File: src/rtl/sa_pmod_pkg.sv
// Shared definitions for the PmodADC SA converter blocks (ADC receive and DAC transmit).
// Holds the transfer FSM state type, the default geometry of the external shift register,
// and a small helper for sizing counters.
package sa_pmod_pkg;

    localparam int unsigned DefDataW  = 14;
    localparam int unsigned DefSrBits = 16;
    localparam int unsigned DefClkDiv = 4;

    typedef enum logic [1:0] {
        StIdle,
        StShift,
        StLatch
    } sa_state_e;

    // Counter width for values 0..n-1, never narrower than one bit.
    function automatic int unsigned cnt_width(input int unsigned n);
        return (n > 1) ? $clog2(n) : 1;
    endfunction

endpackage

File: src/rtl/sa_sclk_gen.sv
// SClk generator for the PmodADC serial interface.
// Divides clk_i by CLK_DIV per SClk half-period. Each bit starts with the low phase.
//   clk_i, reset_ni : system clock, synchronous active-low reset
//   en_i            : advance the divider
//   clr_i           : restart at the beginning of a low phase (wins over en_i)
//   sclk_o          : registered SClk level
//   phase_end_o     : last cycle of the current half-period
//   bit_end_o       : last cycle of the high half-period (end of one bit)
module sa_sclk_gen
    import sa_pmod_pkg::*;
#(
    parameter int unsigned CLK_DIV = DefClkDiv
) (
    input  logic clk_i,
    input  logic reset_ni,
    input  logic en_i,
    input  logic clr_i,
    output logic sclk_o,
    output logic phase_end_o,
    output logic bit_end_o
);

    localparam int unsigned DivW = cnt_width(CLK_DIV);
    localparam logic [DivW-1:0] DivLast = DivW'(CLK_DIV - 1);

    logic [DivW-1:0] div_q;
    logic            phase_q;

    always_ff @(posedge clk_i) begin
        if (!reset_ni) begin
            div_q   <= '0;
            phase_q <= 1'b0;
        end else if (clr_i) begin
            div_q   <= '0;
            phase_q <= 1'b0;
        end else if (en_i) begin
            if (div_q == DivLast) begin
                div_q   <= '0;
                phase_q <= ~phase_q;
            end else begin
                div_q <= div_q + DivW'(1);
            end
        end
    end

    assign phase_end_o = en_i && (div_q == DivLast);
    assign bit_end_o   = phase_end_o && phase_q;
    assign sclk_o      = phase_q;

endmodule

File: src/rtl/sa_dac_tx.sv
// SA DAC transmitter: takes parallel samples over valid/ready, shifts them MSB-first
// (zero padding first) into the PmodADC shift register, then pulses LClk so the
// R-2R DAC updates. All pin outputs are registered.
//   clk_i, reset_ni : system clock, synchronous active-low reset
//   data_i          : sample, unsigned straight binary
//   data_valid_i    : data_i valid
//   data_ready_o    : a sample can be accepted this cycle
//   DAC_Ser_o       : serial data, stable around SClk rise
//   DAC_SClk_o      : shift clock
//   DAC_LClk_o      : latch clock, high for CLK_DIV cycles after the last bit
//   DAC_busy_o      : transfer in SHIFT or LATCH
// Optional: define SA_DAC_TX_DBUF_EN for a one-entry holding register that lets the
// next sample be accepted while a transfer is running and started with no IDLE gap.
module sa_dac_tx
    import sa_pmod_pkg::*;
#(
    parameter int unsigned DATA_W  = DefDataW,
    parameter int unsigned SR_BITS = DefSrBits,
    parameter int unsigned CLK_DIV = DefClkDiv
) (
    input  logic              clk_i,
    input  logic              reset_ni,
    input  logic [DATA_W-1:0] data_i,
    input  logic              data_valid_i,
    output logic              data_ready_o,
    output logic              DAC_Ser_o,
    output logic              DAC_SClk_o,
    output logic              DAC_LClk_o,
    output logic              DAC_busy_o
);

    localparam int unsigned CntW = $clog2(SR_BITS + 1);
    localparam logic [CntW-1:0] CntLast = CntW'(SR_BITS - 1);

    sa_state_e          state_q;
    logic [SR_BITS-1:0] sr_q;
    logic [CntW-1:0]    bit_cnt_q;
    logic               lclk_q;
    logic               busy_q;
    logic               ready_q;

    logic accept;
    logic gen_en;
    logic gen_clr;
    logic phase_end;
    logic bit_end;
    logic latch_done;

    assign accept     = data_valid_i && ready_q;
    assign gen_en     = (state_q != StIdle);
    assign latch_done = (state_q == StLatch) && phase_end;
    // Restarting at LATCH exit keeps SClk low in IDLE and aligns a directly following word.
    assign gen_clr    = (state_q == StIdle) || latch_done;

    sa_sclk_gen #(
        .CLK_DIV (CLK_DIV)
    ) u_sclk_gen (
        .clk_i       (clk_i),
        .reset_ni    (reset_ni),
        .en_i        (gen_en),
        .clr_i       (gen_clr),
        .sclk_o      (DAC_SClk_o),
        .phase_end_o (phase_end),
        .bit_end_o   (bit_end)
    );

`ifdef SA_DAC_TX_DBUF_EN
    logic [DATA_W-1:0] hold_q;
    logic              hold_full_q;
`endif

    always_ff @(posedge clk_i) begin
        if (!reset_ni) begin
            state_q   <= StIdle;
            sr_q      <= '0;
            bit_cnt_q <= '0;
            lclk_q    <= 1'b0;
            busy_q    <= 1'b0;
            ready_q   <= 1'b0;
`ifdef SA_DAC_TX_DBUF_EN
            hold_q      <= '0;
            hold_full_q <= 1'b0;
`endif
        end else begin
            case (state_q)
                StIdle: begin
`ifdef SA_DAC_TX_DBUF_EN
                    ready_q <= 1'b1;
`else
                    ready_q <= !accept;
`endif
                    if (accept) begin
                        sr_q      <= SR_BITS'(data_i);
                        bit_cnt_q <= '0;
                        busy_q    <= 1'b1;
                        state_q   <= StShift;
                    end
                end
                StShift: begin
                    if (bit_end) begin
                        // Zero fill leaves Ser low once the word is out.
                        sr_q      <= {sr_q[SR_BITS-2:0], 1'b0};
                        bit_cnt_q <= bit_cnt_q + CntW'(1);
                        if (bit_cnt_q == CntLast) begin
                            state_q <= StLatch;
                            lclk_q  <= 1'b1;
                        end
                    end
                end
                StLatch: begin
                    if (phase_end) begin
                        lclk_q <= 1'b0;
`ifdef SA_DAC_TX_DBUF_EN
                        if (hold_full_q) begin
                            sr_q      <= SR_BITS'(hold_q);
                            bit_cnt_q <= '0;
                            state_q   <= StShift;
                        end else begin
                            busy_q  <= 1'b0;
                            state_q <= StIdle;
                        end
`else
                        busy_q  <= 1'b0;
                        ready_q <= 1'b1;
                        state_q <= StIdle;
`endif
                    end
                end
                default: state_q <= StIdle;
            endcase

`ifdef SA_DAC_TX_DBUF_EN
            // A sample accepted while busy waits here; an accept in the drain cycle refills it.
            if (accept && (state_q != StIdle)) begin
                hold_q      <= data_i;
                hold_full_q <= 1'b1;
                ready_q     <= 1'b0;
            end else if (latch_done && hold_full_q) begin
                hold_full_q <= 1'b0;
                ready_q     <= 1'b1;
            end
`endif
        end
    end

    assign DAC_Ser_o    = sr_q[SR_BITS-1];
    assign DAC_LClk_o   = lclk_q;
    assign DAC_busy_o   = busy_q;
    assign data_ready_o = ready_q;

endmodule

File: config.mk
export PLATFORM = sky130hd
export DESIGN_NAME = sa_dac_tx
export DESIGN_NICKNAME = d
export VERILOG_FILES = /design/src/rtl/sa_pmod_pkg.sv /design/src/rtl/sa_sclk_gen.sv /design/src/rtl/sa_dac_tx.sv
export SDC_FILE = /design/constraint.sdc
export NUM_CORES = 1
export LEC_CHECK = 0
export BUFFER_PORTS_ARGS = -buffer_cell sky130_fd_sc_hd__buf_2
export CORE_MARGIN = 8
export CORE_UTILIZATION = 45
export CTS_CLUSTER_DIAMETER = 60
export DETAILED_ROUTE_END_ITERATION = 8
export PLACE_DENSITY = 0.67
export RECOVER_POWER = 100
export SLEW_MARGIN = 20
export SYNTH_ARGS = -nofsm -noshare
export SYNTH_HDL_FRONTEND = slang
export SYNTH_SLANG_ARGS = --single-unit
File: constraint.sdc
create_clock -name clk_i -period 3.5 [get_ports clk_i]
set_clock_uncertainty 0.05 [all_clocks]
set_input_delay 0.7 -clock clk_i [delete_from_list [all_inputs] [get_ports clk_i]]
set_output_delay 0.7 -clock clk_i [all_outputs]
set_load 0.005 [all_outputs]
== After elaboration in Yosys (flattened, before gate mapping) ==
Index checks and enable logic that the tools add are counted.

* Multiplexer cells: 20
* Equality and inequality tests: 8
* Bitwise gates (word level): 2
* Reduce and logical (&&, ||, !) cells: 18
* $add $sub $neg: 2

{| class="wikitable"
|+ Operators with widths
! operator !! count
|-
| $mux 16 || 2
|-
| $pmux 16 s2 || 1
|-
| $mux 2 || 5
|-
| $mux 5 || 2
|-
| $pmux 5 s2 || 1
|-
| $ne 2x2->1 const B || 4
|-
| $reduce_and 4->1 || 2
|-
| $reduce_bool 2->1 || 4
|-
| $pmux 1 s2 || 3
|-
| $pmux 2 s3 || 1
|-
| $reduce_and 3->1 || 2
|-
| $add 5x1->5 const B || 1
|-
| $eq 5x4->1 const B || 1
|-
| $mux 1 || 5
|-
| $eq 2x2->1 const B || 2
|-
| $logic_and 1x1->1 || 4
|-
| $reduce_and 2->1 || 2
|-
| $add 2x1->2 const B || 1
|-
| $eq 2x1->1 const B || 1
|-
| $logic_not 2->1 || 1
|-
| $not 1->1 || 2
|-
| $reduce_or 2->1 || 1
|-
| $logic_not 1->1 || 1
|-
| $logic_or 1x1->1 || 1
|}

* Word-level logic and storage cells: 58
* Output and inout bits: 5
* Input port bits: 17
* Flip-flop bits (word level): 29

== Longest topological paths before layout ==
Gate-level depths: netlist (run 1).

* Word-level depth: 5
* Mapped depth: 7
* Gate-level depth less buffers: 6

== By module ==
A second synthesis (run 1) with hierarchy kept.

* Cell total of the unflattened synthesis: 147
* Area total of the unflattened synthesis: 1,477.7 µm²

{| class="wikitable"
|+ Modules (own cells, without submodules)
! module !! seq. area each (µm²) !! area an instance (µm²) !! cells an instance !! instances
|-
| sa_dac_tx || 520.5 || 1,326.3 || 132 || 1
|-
| sa_sclk_gen || 60.1 || 151.4 || 15 || 1
|}

== Worst setup path after synthesis (run 1) ==
Ideal clock, no wire load.

* Kind: input-to-reg
* Start point: input port data_valid_i
* End point: register sr_q[6]
* Cell stages on the path: 4
* Required time: 3,305 ps
* Library setup time: 145 ps
* Path slack: 1,939 ps
* Path buffers: 1
* Arrival: 1,366 ps
* Cell sequence: and4bb_2 -> buf_2 -> nor3_1 -> a211oi_2

* Word-level cells in the longest chain between the ends: 3

{| class="wikitable"
|+ Ends and longest elaborated chain
! what !! line !! source
|-
| start, declared || sa_dac_tx.sv:24 || <nowiki>input logic data_valid_i,</nowiki>
|-
| $logic_and 1x1->1 || sa_dac_tx.sv:49 || <nowiki>assign accept = data_valid_i && ready_q;</nowiki>
|-
| $ne 2x2->1 (no source line) || - ||
|-
| $reduce_and 3->1 (no source line) || - ||
|-
| end signal, assigned || sa_dac_tx.sv:93 || <nowiki>sr_q <= SR_BITS'(data_i);</nowiki>
|-
| end signal, assigned || sa_dac_tx.sv:102 || <nowiki>sr_q <= {sr_q[SR_BITS-2:0], 1'b0};</nowiki>
|-
| end, declared || sa_dac_tx.sv:36 || <nowiki>logic [SR_BITS-1:0] sr_q;</nowiki>
|}

No other way between the ends.
A chain may end at the register's enable or synchronous reset.

== Worst setup path in the final report (run 1) ==
* Start point: register state_q[0]
* End point: register bit_cnt_q[3]

* Word-level cells in the longest chain between the ends: 5

{| class="wikitable"
|+ Ends and longest elaborated chain
! what !! line !! source
|-
| start, declared || sa_dac_tx.sv:35 || <nowiki>sa_state_e state_q;</nowiki>
|-
| start signal, assigned || sa_dac_tx.sv:74 || <nowiki>state_q <= StIdle;</nowiki>
|-
| start signal, assigned || sa_dac_tx.sv:96 || <nowiki>state_q <= StShift;</nowiki>
|-
| start signal, assigned || sa_dac_tx.sv:105 || <nowiki>state_q <= StLatch;</nowiki>
|-
| $reduce_bool 2->1 || sa_dac_tx.sv:50 || <nowiki>assign gen_en = (state_q != StIdle);</nowiki>
|-
| $logic_and 1x1->1 || sa_sclk_gen.sv:46 || <nowiki>assign phase_end_o = en_i && (div_q == DivLast);</nowiki>
|-
| $logic_and 1x1->1 || sa_sclk_gen.sv:47 || <nowiki>assign bit_end_o = phase_end_o && phase_q;</nowiki>
|-
| $ne 2x2->1 (no source line) || - ||
|-
| $reduce_and 3->1 (no source line) || - ||
|-
| end signal, assigned || sa_dac_tx.sv:103 || <nowiki>bit_cnt_q <= bit_cnt_q + CntW'(1);</nowiki>
|-
| end, declared || sa_dac_tx.sv:37 || <nowiki>logic [CntW-1:0] bit_cnt_q;</nowiki>
|}

Parallel ways exist; a longest one is shown, timed or not.

==> results_dict.tcl, run 1 <==
set metrics [dict create \
    cp-end-kind "flip-flop" \
    final_hold_viol_count 0 \
    yosysSeqAreaShare_pct 40.52 \
    critPathTopFamily "compound AO/OA/AOI/OAI gates" \
    slowest_stage "dfxtp_1" \
    use_met3_pct 4.821 \
    num_vias 1093 \
    fin_area_um2 1526 \
    switchingPower_mw 0.1692 \
    synth_edf_count 0 \
    grt.met2_usage_pct 21.16 \
    rsz0062_at_grt "no" \
    final_layout_size_suffix_gt1_share_pct 21.94 \
    max_freq_mhz 479.5 \
    ir_drop_mv 0.2157 \
    synth-compound-area-share_pct 21.66 \
    synth_cell_types 37 \
    setup_viol 0 \
    diodes 0 \
    cp_max_fo 18 \
    async_flop_share_pct 0 \
    reg2reg_slack_ns 1.41 \
    syn2layout_area_growth_pct 6.550 \
    wirelength_mm 2.945 \
    clk_latency_ns 0.33 \
    use_met1_pct 13.17 \
    hp-class "flip-flop to flip-flop" \
    cts_root_buf "clkbuf_4" \
    arrival_ns 2.26 \
    ys.flop_type "dfxtp_1" \
    die_h_um 72.43 \
    reg2reg_from "state_q[0]$_SDFFE_PN0P_" \
    synth_area_um2 1433 \
    synthMuxAreaShare_pct 9.083 \
    p_clk_share_pct 31.7 \
    hold_buffers 0 \
    first_global_vias 1128 \
    yosys_warnings 0 \
    wire_per_inst_um 14.80 \
    slew_violations 0 \
    dieArea_um2 5245 \
    place.gp.congestion 0.7565 \
    initial_core_util_pct 46.93 \
    p_per_area_nw_per_um2 425.3 \
    final_common_cell "dfxtp_1" \
    avgViaCountPerCell 5.492 \
    synth_xor_area_share_pct 0 \
    start_kind "flip-flop" \
    synth_cells 139 \
    synth_top_family_by_area "compound AO/OA/AOI/OAI gates" \
    syn-num-nets 159 \
    stdcell_count 199 \
    antenna_found_initial 0 \
    fin_ws_ns 1.414 \
    rows 20 \
    io_buffers 21 \
    drtIter0Drc 90 \
    overflow 0 \
    cts_tree "done" \
    numCtsBuffers 5 \
    path_clk_slew_ns 0.09 \
    worstMarginPinSlew_ns 0.9406 \
    crit_type "flip-flop to flip-flop" \
    final_util_pct 50.00 \
    grt_max_degree 26 \
    p_sw_share_pct 26.06 \
    leakagePower_nw 0.6676 \
    grt_busiest_layer "met2" \
    final_period_minus_worst_setup_slack_ns 2.086 \
    crit_end "bit_cnt_q[3]$_SDFFE_PN0P_" \
    r2r-end "bit_cnt_q[3]$_SDFFE_PN0P_" \
    place_hpwl_mm 1.970 \
    finalCritPeriodShare_pct 59.59 \
    seq_power_share_pct 55.3 \
    synthAdderAreaFrac_pct 2.620 \
    power_mw 0.6492 \
    placed_cells 192 \
    clock_path_buffers 2 \
    avgSynthCellArea_um2 10.31 \
    first_pass_iters 4 \
    fin_tns_setup_ns 0 \
    maxCapViolCount 0 \
    post_dp_cell_area_um2 1500 \
    cts-resized-gates 0 \
    whs_ns 0.3879 \
    globalRouteTotalUtil_pct 12.20 \
    layout_common_cells "29 x dfxtp_1, 19 x buf_2, 13 x mux2i_1, 13 x nor3_1, 10 x a21oi_1" \
    htreeDepth 2 \
    dieWidth_um 72.43 \
    crit_start "state_q[0]$_SDFFE_PN0P_" \
    crit_buf_inv 0 \
    p_comb_share_pct 13.0 \
    grt_pass1_wl_mm 5.126 \
    pre_cts_ws_ns 1.432 \
    status "finished, final reports clean" \
    ant_nets 0 \
    path_depth 3 \
    required_ns 3.67 \
    route.detailed.drc 0 \
    core-area_um2 3053 \
    max_stage_delay_ns 0.62 \
    maxSlewHeadroom_pct 37.29 \
    power.internal_mw 0.4800 \
    cts_sinks 29 \
    ys_seq_elements 29 \
    synth-simple-area-share_pct 18.86 \
    post_cts_buffers 0 \
    path_cells "nand2b_1 > a31o_2 > a311oi_1" \
    ff2ff_path_depth 3 \
    ios 22 \
    num-nets-final 175 \
]
-- Yosys cell counts, types with 2 or more instances --
cell / count / share of area, %
nand2_1: 2 / 0.52
nor2b_1: 2 / 0.87
buf_4: 4 / 2.1
ha_1: 3 / 2.6
nand4b_1: 3 / 1.8
a21oi_1: 10 / 3.5
a211oi_2: 10 / 8.7
nor3_1: 13 / 4.5
nand3_1: 6 / 2.1
buf_2: 2 / 0.70
mux2i_1: 13 / 9.1
inv_1: 3 / 0.79
a211oi_1: 4 / 2.1
nand2b_1: 3 / 1.3
o211a_1: 2 / 1.4
o21a_1: 2 / 1.0
buf_6: 4 / 3.1
nand3b_1: 2 / 1.0
nor2_1: 5 / 1.3
dfxtp_1: 29 / 41
-- worst reg2reg max path, cell delays in order, from the launching register on --
cell and delay (ns):
dfxtp_1 0.62, nand2b_1 0.62, a31o_2 0.44, a311oi_1 0.26
-- kinds of logic (layout without fill, tap and decap cells) --
group | after synthesis | after routing
AO/OA/AOI/OAI | 36 | 36
adder cells (fa/ha/maj) | 3 | 3
buffers and inverters | 15 | 31
flip-flops | 29 | 29
multiplexers | 13 | 13
AND/OR/NAND/NOR | 43 | 43
-- layout make-up --
class	count	area (um2)
Inverter	3	11.26
Sequential cell	29	580.6
Multi-Input combinational cell	95	721.9
Timing Repair Buffer	21	102.6
Fill cell	312	1526
Clock buffer	7	55.05
Tap cell	44	55.05
-- state kept, by name, indices dropped and copies added, names as in the netlist --
name,cells
DAC_LClk_o,1
DAC_busy_o,1
bit_cnt_q,5
data_ready_o,1
sr_q,16
state_q,2
u_sclk_gen.div_q,2
u_sclk_gen.sclk_o,1
-- power by group through the flow --
stage	clock network (mW)	registers [mW]	logic (mW)
final	0.206	0.359	0.0843
after global routing	0.229	0.361	0.0940
after CTS	0.212	0.359	0.0895
after detailed placement	0	0.367	0.0892
after global placement	0	0.365	0.0856
after floorplan	0	0.361	0.0760
-- layer usage --
layer  up-vias  wire [um]
met5         -          0
met4         0         37
met3         7        135
met2        17       1382
met1       515       1389
li1        554          -
-- worst min-delay path by stage --
| stage | startpoint | to | cells past startpoint |
|---|---|---|---|
| finish | u_sclk_gen.div_q[0]$_SDFFE_PP0P_ | u_sclk_gen.div_q[0]$_SDFFE_PP0P_ | 1 |
| global route | u_sclk_gen.div_q[0]$_SDFFE_PP0P_ | u_sclk_gen.div_q[0]$_SDFFE_PP0P_ | 1 |
| CTS | u_sclk_gen.div_q[0]$_SDFFE_PP0P_ | u_sclk_gen.div_q[0]$_SDFFE_PP0P_ | 1 |
| detailed placement | u_sclk_gen.div_q[0]$_SDFFE_PP0P_ | u_sclk_gen.div_q[0]$_SDFFE_PP0P_ | 1 |
| global placement | u_sclk_gen.div_q[0]$_SDFFE_PP0P_ | u_sclk_gen.div_q[0]$_SDFFE_PP0P_ | 1 |
| floorplan | u_sclk_gen.div_q[0]$_SDFFE_PP0P_ | u_sclk_gen.div_q[0]$_SDFFE_PP0P_ | 1 |
Power figures use the tool's default switching activity.
==> run 2: changes to the inputs <==
Settings changed: PLACE_DENSITY 0.67 to 0.69.
Clock period 3.5 ns to 1.9 ns, I/O delays scaled along.
==> results_dict.tcl, run 2 (synthesized netlist as in run 1, its figures left out) <==
set metrics [dict create \
    antenna_found_initial 0 \
    avgViaCountPerCell 5.462 \
    cts_tree "done" \
    largest_registers "sr_q (16), bit_cnt_q (5)" \
    largest_register_ff_count 16 \
    start_kind "flip-flop" \
    rsz0062_at_grt "no" \
    cts_root_buf "clkbuf_4" \
    grt.met2_usage_pct 19.86 \
    syn2layout_area_growth_pct 11.53 \
    required_ns 2.09 \
    worstMarginPinSlew_ns 0.6007 \
    place_hpwl_mm 2.193 \
    ant_nets 0 \
    fin_tns_setup_ns 0 \
    cp_max_fo 8 \
    ir_drop_mv 0.4938 \
    ff2ff_path_depth 5 \
    wirelength_mm 3.025 \
    cp-end-kind "flip-flop" \
    grt_busiest_layer "met2" \
    setup_viol 0 \
    power_mw 1.179 \
    leakagePower_nw 0.6920 \
    clk_latency_ns 0.32 \
    arrival_ns 1.92 \
    overflow 0 \
    p_per_area_nw_per_um2 738.2 \
    core-area_um2 3053 \
    maxSlewHeadroom_pct 59.95 \
    max_freq_mhz 575.4 \
    num-nets-final 183 \
    hp-class "input pin to flip-flop" \
    ios 22 \
    clock_path_buffers 2 \
    regMostFlops "sr_q" \
    grt_max_degree 16 \
    route.detailed.drc 0 \
    dieArea_um2 5245 \
    crit_type "flip-flop to flip-flop" \
    crit_start "u_sclk_gen.div_q[0]$_SDFFE_PP0P_" \
    num_vias 1136 \
    cts-resized-gates 0 \
    r2r-end "sr_q[4]$_SDFFE_PN0P_" \
    crit_end "sr_q[4]$_SDFFE_PN0P_" \
    htreeDepth 2 \
    final_layout_size_suffix_gt1_share_pct 26.22 \
    slew_violations 0 \
    final_util_pct 52.34 \
    whs_ns 0.2654 \
    globalRouteTotalUtil_pct 12.35 \
    use_met1_pct 13.60 \
    final_period_minus_worst_setup_slack_ns 1.738 \
    grt_pass1_wl_mm 5.064 \
    finalCritPeriodShare_pct 91.47 \
    reg2reg_slack_ns 0.16 \
    final_hold_viol_count 0 \
    numCtsBuffers 5 \
    rows 20 \
    cts_sinks 29 \
    first_global_vias 1173 \
    path_clk_slew_ns 0.08 \
    status "finished, final reports clean" \
    dieWidth_um 72.43 \
    drtIter0Drc 44 \
    reg2reg_from "u_sclk_gen.div_q[0]$_SDFFE_PP0P_" \
    use_met3_pct 3.857 \
    hold_buffers 0 \
    place.gp.congestion 0.7978 \
    maxCapViolCount 0 \
    first_pass_iters 4 \
    diodes 0 \
    wire_per_inst_um 14.54 \
    layout_common_cells "29 x dfxtp_1, 17 x buf_2, 13 x mux2i_1, 13 x nor3_1" \
    final_common_cell "dfxtp_1" \
    initial_core_util_pct 46.93 \
    post_cts_buffers 0 \
    die_h_um 72.43 \
    io_buffers 21 \
]
run 2: cell types whose count changed in the layout (fill, tap and decap cells not counted):
cell      previous run  this run
a211oi_1             8         4
a211oi_2             6        10
a311oi_1             1         0
a311oi_2             0         1
buf_2               19        17
buf_4                0         6
clkbuf_1             3         8
clkbuf_2             0         1
clkbuf_8             1         0
run 2: worst min-delay path by stage:
stage | start | end | slack (ns) | depth (start not counted)
3_3_place_gp | u_sclk_gen.div_q[0]$_SDFFE_PP0P_ | u_sclk_gen.div_q[0]$_SDFFE_PP0P_ | 0.36 | 1
6_report | data_i[0] | sr_q[0]$_SDFFE_PN0P_ | 0.27 | 3
4_1_cts | data_i[0] | sr_q[0]$_SDFFE_PN0P_ | 0.25 | 3
3_5_place_dp | u_sclk_gen.div_q[0]$_SDFFE_PP0P_ | u_sclk_gen.div_q[0]$_SDFFE_PP0P_ | 0.39 | 1
5_1_grt | data_i[0] | sr_q[0]$_SDFFE_PN0P_ | 0.24 | 3
2_1_floorplan | u_sclk_gen.div_q[0]$_SDFFE_PP0P_ | u_sclk_gen.div_q[0]$_SDFFE_PP0P_ | 0.36 | 1
run 2: report_power, final:
part / switching (mW) / internal (mW)
Sequential: 0.0211 / 0.638
Clock: 0.198 / 0.147
Combinational: 0.0936 / 0.0812
run 2: per-stage QoR:
step / worst slack [ns] / instance area [um2] / std cells
global placement: 0.2827 / 1560 / 200
finish: 0.1620 / 1598 / 208
floorplan: 0.3890 / 1433 / 139
CTS: 0.2233 / 1609 / 208
detailed placement: 0.2501 / 1560 / 200
global route: 0.06131 / 1598 / 208
run 2: cell type report:
cell class,count,area (um2)
well taps,44,55.05
repair buffers,29,153.9
inverters,3,11.26
fillers,306,1455
multi-input cells,95,748.2
flip-flops and latches,29,580.6
clock buffers,8,48.80
run 2: critical path, cell delays in order, from the launching register on:
cell,delay (ns)
dfxtp_1,0.35
ha_1,0.35
and4b_1,0.38
clkbuf_2,0.22
nor3_1,0.06
a211oi_1,0.25
run 2: layer usage:
layer / vias to the layer above / wire length, um
met2: 25 / 1456
met4: 0 / 80
met3: 9 / 123
met1: 528 / 1365
met5: - / 0
li1: 574 / -
==> run 3: changes to the inputs <==
Settings changed: REMOVE_ABC_BUFFERS from default to 1.
==> results_dict.tcl, run 3 (synthesized netlist as in run 1, its figures left out) <==
set metrics [dict create \
    status "finished, final reports clean" \
    path_clk_slew_ns 0.08 \
    io_buffers 21 \
    required_ns 2.07 \
    leakagePower_nw 0.6908 \
    dieWidth_um 72.43 \
    place_hpwl_mm 2.161 \
    setup_viol 0 \
    arrival_ns 1.91 \
    num-nets-final 182 \
    clk_latency_ns 0.32 \
    max_freq_mhz 573.1 \
    final_hold_viol_count 0 \
    post_cts_buffers 0 \
    max_stage_delay_ns 0.66 \
    syn2layout_area_growth_pct 11.97 \
    core-area_um2 3053 \
    largest_registers "sr_q (16), bit_cnt_q (5)" \
    final_common_cell "dfxtp_1" \
    post_dp_cell_area_um2 1565 \
    start_kind "flip-flop" \
    hold_buffers 0 \
    htreeDepth 2 \
    worstMarginPinSlew_ns 0.6173 \
    largest_register_ff_count 16 \
    antenna_found_initial 0 \
    slew_violations 0 \
    cts_sinks 29 \
    drtIter0Drc 50 \
    crit_type "flip-flop to flip-flop" \
    initial_core_util_pct 46.93 \
    cts_root_buf "clkbuf_4" \
    cp-end-kind "flip-flop" \
    fin_tns_setup_ns 0 \
    grt_max_degree 16 \
    cp_max_fo 15 \
    n_fill_cell 309 \
    layout_common_cells "29 x dfxtp_1, 17 x buf_2, 13 x mux2i_1, 13 x nor3_1" \
    wirelength_mm 2.979 \
    finalCritPeriodShare_pct 91.84 \
    first_pass_iters 4 \
    die_h_um 72.43 \
    hp-class "input pin to flip-flop" \
    p_per_area_nw_per_um2 753.9 \
    route.detailed.drc 0 \
    ant_nets 0 \
    slowest_stage "and4bb_1" \
    whs_ns 0.2446 \
    num_vias 1118 \
    final_layout_size_suffix_gt1_share_pct 25.93 \
    rsz0062_at_grt "no" \
    maxCapViolCount 0 \
    globalRouteTotalUtil_pct 12.17 \
    path_cells "buf_4 > and4bb_1 > nor3_1 > a211oi_1" \
    dieArea_um2 5245 \
    rows 20 \
    avgViaCountPerCell 5.427 \
    ir_drop_mv 0.2720 \
    final_util_pct 52.54 \
    clock_path_buffers 2 \
    numCtsBuffers 5 \
    final_period_minus_worst_setup_slack_ns 1.745 \
    regMostFlops "sr_q" \
    place.gp.congestion 0.7828 \
    first_global_vias 1141 \
    overflow 0 \
    cts_tree "done" \
    wire_per_inst_um 14.46 \
    diodes 0 \
    ios 22 \
    fin_area_um2 1604 \
    maxSlewHeadroom_pct 58.85 \
    cts-resized-gates 0 \
    grt_pass1_wl_mm 5.030 \
]
==> run 3: area by class of cell <==
type / count / area (um2) / share of cell area [%]
clock buffers: 7 / 55.05 / 3.432
inverters: 3 / 11.26 / 0.7020
multi-input cells: 95 / 744.5 / 46.41
flip-flops and latches: 29 / 580.6 / 36.19
well taps: 44 / 55.05 / 3.432
repair buffers: 28 / 157.7 / 9.828
==> run 3: power breakdown <==
group	internal [mW]	total, mW	switching (mW)
Combinational	0.0826	0.175	0.0926
Clock	0.174	0.376	0.201
Sequential	0.638	0.658	0.0199
Total	0.895	1.21	0.314
==> run 3: stage by stage <==
stage	setup WS, ns	power [mW]	std cells
after global placement	0.2783	0.8468	199
after floorplan	0.1471	0.7891	127
final	0.1550	1.209	206
after detailed placement	0.1431	0.8541	199
after global routing	0.04455	1.263	206
after CTS	0.1165	1.229	206
==> run 3: per-layer routing <==
| layer | up-vias | track usage, % | share of wire [%] |
|---|---|---|---|
| li1 | 568 | - | - |
| met1 | 530 | 12.36 | 44 |
| met2 | 12 | 21.16 | 50 |
| met3 | 8 | 4.408 | 4.0 |
| met4 | 0 | 6.667 | 2.0 |
| met5 | - | 0 | 0 |
==> run 3: path summary, 6_finish.rpt <==
path              slack [ns]  cells after the start                               end                              from
hold reg to reg         0.40                      1  u_sclk_gen.div_q[0]$_SDFFE_PP0P_  u_sclk_gen.div_q[0]$_SDFFE_PP0P_
setup / recovery        0.15                      4              sr_q[3]$_SDFFE_PN0P_           state_q[1]$_SDFFE_PN0P_
setup reg to reg        0.15                      4              sr_q[3]$_SDFFE_PN0P_           state_q[1]$_SDFFE_PN0P_
hold / removal          0.24                      3              sr_q[0]$_SDFFE_PN0P_                         data_i[0]
==> run 3: critical path, delay by kind of cell, from the launching register on <==
kind,cells,cell delay (ns)
simple gates,2,0.77
flops,1,0.37
compound gates,1,0.27
buf+inv,1,0.18
